[src/rtl/mixer_seq_ctrl.sv]
// Upconversion mixer sequencer: one shared signed 25x25 multiplier computes
// sample*LO, then (sample*LO)*ampl, with valid/ready on both sides.
module mixer_seq_ctrl #(
  parameter int unsigned       W_DATA   = 20,
  parameter int unsigned       W_AMPL   = 25,
  parameter logic [W_AMPL-1:0] AMPL_RST = 25'h028619A,
  parameter int unsigned       SH1      = 15,
  parameter int unsigned       SH2      = 23
) (
  input  logic              clk,
  input  logic              rst,
  input  logic              in_valid,
  output logic              in_ready,
  input  logic [W_DATA-1:0] interp_i,
  input  logic [W_DATA-1:0] lo_i,
  input  logic              ampl_wr,
  input  logic [W_AMPL-1:0] ampl_i,
  output logic              mix_valid,
  input  logic              out_ready,
  output logic [W_DATA-1:0] mix_o,
  output logic              busy,
  output logic [15:0]       sample_cnt
);

  localparam int unsigned W_OP   = 25;
  localparam int unsigned W_PROD = 2 * W_OP;

  typedef enum logic [1:0] {IDLE, MUL1, MUL2, OUT} state_t;

  state_t                   state;
  state_t                   next_state;
  logic [W_DATA-1:0]        sample_q;
  logic [W_DATA-1:0]        lo_q;
  logic [W_DATA-1:0]        inter_q;
  logic [W_AMPL-1:0]        ampl_shadow;
  logic [W_AMPL-1:0]        ampl_active;
  logic signed [W_OP-1:0]   op_a;
  logic signed [W_OP-1:0]   op_b;
  logic signed [W_PROD-1:0] product;
  logic                     accept;

  // Ready only in IDLE and never while reset is held.
  assign in_ready = (state == IDLE) && !rst;
  assign accept   = in_valid && in_ready;
  assign busy     = (state != IDLE);

  // Single multiplier; operands steered by state and sign-extended to 25 bits.
  assign product = op_a * op_b;

  always_comb begin
    next_state = state;
    op_a       = '0;
    op_b       = '0;
    case (state)
      IDLE: if (accept) next_state = MUL1;
      MUL1: begin
        op_a       = W_OP'($signed(sample_q));
        op_b       = W_OP'($signed(lo_q));
        next_state = MUL2;
      end
      MUL2: begin
        op_a       = W_OP'($signed(inter_q));
        op_b       = W_OP'($signed(ampl_active));
        next_state = OUT;
      end
      OUT: if (out_ready) next_state = IDLE;
      default: next_state = IDLE;
    endcase
  end

  // Arithmetic shift then truncate: floor toward -inf, wrap on overflow.
  always_ff @(posedge clk) begin
    if (rst) begin
      state       <= IDLE;
      sample_q    <= '0;
      lo_q        <= '0;
      inter_q     <= '0;
      mix_o       <= '0;
      mix_valid   <= 1'b0;
      sample_cnt  <= '0;
      ampl_shadow <= AMPL_RST;
      ampl_active <= AMPL_RST;
    end else begin
      state     <= next_state;
      mix_valid <= (next_state == OUT);
      if (ampl_wr) ampl_shadow <= ampl_i;
      if (accept) begin
        sample_q    <= interp_i;
        lo_q        <= lo_i;
        ampl_active <= ampl_wr ? ampl_i : ampl_shadow;
      end
      if (state == MUL1) inter_q <= W_DATA'(product >>> SH1);
      if (state == MUL2) mix_o   <= W_DATA'(product >>> SH2);
      if ((state == OUT) && out_ready) sample_cnt <= sample_cnt + 16'd1;
    end
  end

endmodule

[config.mk]
export PLATFORM = sky130hd
export DESIGN_NAME = mixer_seq_ctrl
export DESIGN_NICKNAME = d
export VERILOG_FILES = /design/src/rtl/mixer_seq_ctrl.sv
export SDC_FILE = /design/constraint.sdc
export NUM_CORES = 2
export LEC_CHECK = 0
export CAP_MARGIN = 20
export CORE_MARGIN = 5
export CORE_UTILIZATION = 55
export CTS_CLUSTER_SIZE = 14
export DETAILED_ROUTE_END_ITERATION = 10
export GPL_TIMING_DRIVEN = 0
export PLACE_DENSITY = 0.74
export SETUP_SLACK_MARGIN = 0.1
export SLEW_MARGIN = 20
export SYNTH_ARGS = -nofsm -noshare
export SYNTH_HDL_FRONTEND = slang
export SYNTH_SLANG_ARGS = --single-unit
[constraint.sdc]
create_clock -name clk -period 14.4 [get_ports clk]
set_input_delay 2.88 -clock clk [delete_from_list [all_inputs] [get_ports clk]]
set_output_delay 2.88 -clock clk [all_outputs]
set_load 0.02 [all_outputs]
==> impl_summary.txt <==
----------------------------------------------------
[Outcome]
  Outcome ... finished, final reports clean

[STA]
  Final Max Slew Viols ... 0
  Final hold violation count ... 0
  Clock tree skew after final layout ... 0.00934 ns
  Setup slack of the critical path after layout ... roughly 3.4 ns
  Finish-stage setup viols ... 0
  Setup repair after global routing missed its margin ... no
  Actual transition at the worst max-transition pin ... 1.33 ns
  Normalized max-slew margin ... 0.113
  Post-layout minimum cycle time ... roughly 11 ns
  Maximum achievable frequency ... 90.6 MHz
  Fin crit share ... 0.767
  Fin Setup TNS ... 0 ns

[Clocking]
  Hold buffer count at cts ... 0
  Number of buffers created by CTS ... 17
  Post-CTS Setup Repair Bufs ... 0
  # H-tree levels ... 4
  Post-CTS Resized ... 0
  Clk buf depth ... 2
  Clock-pin slew reported for the worst setup and hold paths after clock tree synthesis ... 0.06 ns
  TritonCTS clock tree ... built
  CTS sink count ... 149
  Clock latency at the later pin of the worst-skew pair ... around 0.43 ns
  Cell at the root of the clock tree ... sky130_fd_sc_hd__clkbuf_16

[Drt]
  Total routed wirelength ... 90100 microns
  Number of nets with antenna violations after detailed routing ... 0
  Detailed-router iteration count before antenna repair ... 5
  Initial DRC count ... 2031
  DRC viols ... 0
  Vias per inst ... between 5 and 6
  Vias after detailed routing ... 19976
  WL/cell ... 26.3 microns

[Setup path]
  Crit Path Category ... flop to flop
  Req. time, crit path ... roughly 15 ns
  CP Capture Type ... flop
  Worst reg2reg path endpoint ... mix_o[6]
  Critical R2R Launch ... state[0]
  Critical Path AT ... between 10 and 15 ns
  Reg-to-reg slack, setup ... ~3.4 ns
  CP Launch Point ... state[0]
  Slowest Stage Delay on Critical Path ... 0.68 ns
  Cell with the biggest individual delay on the critical path ... sky130_fd_sc_hd__clkbuf_1
  R2r worst-path depth ... 31
  Nature of the critical path startpoint ... flop
  Highest net fanout along the worst path ... 10
  Most frequent CP cell ... sky130_fd_sc_hd__fa_1
  Worst setup path endpoint ... mix_o[6]

[Power and ir drop]
  Worst-case vdd ir drop ... between 90 and 100 uV
  Power spent charging and discharging nets ... 767 uW
  Static power due to leakage ... 12.7 nW
  Internal power contribution ... 927 uW
  Power share of the sequential group ... 0.298
  Power Dens Cells ... 63.4 nW/um^2
  Clock power share ... 0.274
  Switching power share of the total ... 0.453
  Fraction of power consumed by combinational cells ... 0.428
  Total Power Consumption ... 1.69 mW

[Hold path]
  Class of the tightest hold or removal check ... flop to flop
  Depth of the worst hold-timing path ... 2

[Synthesis]
  Most repeated cell in the gate-level netlist after synthesis ... sky130_fd_sc_hd__fa_1
  Post-Syn Instances ... 2685
  Syn Nets ... 3411
  EDFF count, synth ... 0
  Post-synth top area cell ... sky130_fd_sc_hd__fa_1
  Top cells by count, synth ... 524 x sky130_fd_sc_hd__fa_1, 517 x sky130_fd_sc_hd__inv_1, 335 x sky130_fd_sc_hd__nand2_1, 328 x sky130_fd_sc_hd__nor2_1, 149 x sky130_fd_sc_hd__dfxtp_1
  Unique masters post-synth ... between 60 and 70
  Share of the yosys chip area belonging to registers ... 0.124
  Most used DFF post-synth ... sky130_fd_sc_hd__dfxtp_1
  Mean area per synthesized cell ... 8.97 sq um
  Synthesized flop and latch total ... between 100 and 150
  Cell area after synthesis ... 24100 sq um
  Share of synthesized flip-flops with an asynchronous set or reset ... 0
  Area share of the leading cell type in the synthesized netlist ... 0.436
  Leading post-synthesis cells by cell area ... sky130_fd_sc_hd__fa_1 44%, sky130_fd_sc_hd__dfxtp_1 12%, sky130_fd_sc_hd__inv_1 8.1%, sky130_fd_sc_hd__ha_1 6.9%, sky130_fd_sc_hd__nand2_1 5.2%
  Number of warnings reported in the yosys synthesis log ... 0

[Placed design]
  Port buffer count ... between 100 and 150
  DP Wirelength ... 76000 microns
  Setup Slack @ Placement ... 3.79 ns
  Post-Place Cells ... 3394
  Final weighted congestion in routability-driven placement ... 1.08

[GRT]
  Number of global-route vias before repair ... 21350
  Global-route total usage across every layer ... 0.388
  Antenna violations before repair ... 1
  Maximum number of pins on one net before global-route repair ... 17
  First-pass GRT wire length ... 136000 microns
  Total global routing overflow ... 0

[Floorplanning]
  Initial cell density of the core ... 0.558
  Height of the chip ... 219 microns
  Horizontal extent of the die ... ~220 microns
  Cell Rows ... 76
  IO Count ... 109
  Total Die Area ... between 40000 and 50000 sq um
  Area inside the core boundary ... 43200 sq um

[Final layout]
  Final #Nets ... 3554
  Layout Utilization ... 0.618
  Share of cells above drive strength 1 ... 0.0260
  Synth-to-layout area growth ... 10.8%
  Final cell count without fillers ... about 3400
  Number of inserted filler cells in the final layout ... 3833

[Run]
  Max Cap Violations ... 0

----------------------------------------------------
registers in the layout, summed over array words and instances (netlist names):
signal       flops
inter_q         20
ampl_shadow     25
mix_o           20
lo_q            20
state            2
ampl_active     25
sample_cnt      16
mix_valid        1
sample_q        20
cell type report:
type | count | area [sq um] | area share
flip-flops and latches | 149 | 2980 | 0.112
multi-input cells | 1901 | 18700 | 0.702
inverters | 518 | 1940 | 0.0728
clock inverters | 11 | 138 | 0.00516
plain buffers | 117 | 452 | 0.0169
repair buffers | 124 | 1220 | 0.0457
well taps | 585 | 732 | 0.0274
diodes | 1 | 2.50 | 0.0000937
clock buffers | 21 | 480 | 0.0180
cells in the final DEF (no fill, tap or decap), drive strengths merged, types with 16 or more instances in the layout:
cell | netlist | routed
xor2 | 24 | 24
nand2 | 335 | 335
a22o | 29 | 29
inv | 517 | 521
a21oi | 48 | 48
and2 | 32 | 32
buf | 10 | 27
xnor2 | 32 | 32
mux2i | 41 | 41
a22oi | 34 | 34
and3 | 16 | 16
ha | 132 | 132
fa | 524 | 524
nand3b | 16 | 16
clkdlybuf4s50 | 0 | 107
nor2 | 328 | 328
nand3 | 23 | 23
dfxtp | 149 | 149
o21ai | 101 | 101
clkbuf | 107 | 128
nand2b | 79 | 79
metrics by stage:
step	hold WS (ns)	area [sq um]
after detailed placement	0.459	26100
final	0.475	26700
after floorplan	0.437	24100
after CTS	0.476	26700
after global placement	0.447	25900
after global routing	0.495	26700
critical path: cells and delay by family, from the launching register on:
kind,cells,cell delay [ns]
adders and majority gates,9,4.14
xor gates and xnor gates,1,0.38
and+or+nand+nor,4,1.17
buffers and inverters,11,3.13
AOI/OAI and AO/OA,6,1.71
DFF,1,0.34
logic make-up after synthesis:
family          count (synthesis)  share of synthesized area
buf+inv                       635                     0.0995
compound gates                282                     0.0777
mux                            41                     0.0170
xor+xnor                       56                     0.0204
fa+ha+maj                     656                      0.504
simple gates                  866                      0.157
flops                         149                      0.124
worst min-delay path by stage:
stage,start,end,slack [ns]
floorplan,ampl_shadow[13],ampl_shadow[13],0.44
global placement,mix_o[13],mix_o[13],0.45
detailed placement,ampl_shadow[14],ampl_shadow[14],0.46
CTS,ampl_shadow[14],ampl_shadow[14],0.48
global route,ampl_shadow[19],ampl_shadow[19],0.50
finish,lo_q[1],lo_q[1],0.48
per-layer routing:
metal  part of all wire  GRT usage  routed length (microns)
met2               0.45      0.617                    41000
met1               0.38      0.508                    34200
met5                  0          0                        0
met3              0.098     0.0808                     8820
met4              0.067      0.194                     6070
power groups by stage:
stage                     Clock (mW)  Sequential, mW  Combinational [mW]
after floorplan                    0           0.498               0.360
after CTS                      0.464           0.502               0.695
after detailed placement           0           0.510               0.690
final                          0.464           0.504               0.725
after global routing           0.484           0.507               0.744
after global placement             0           0.508               0.671
(Power assumes the default switching activity.)
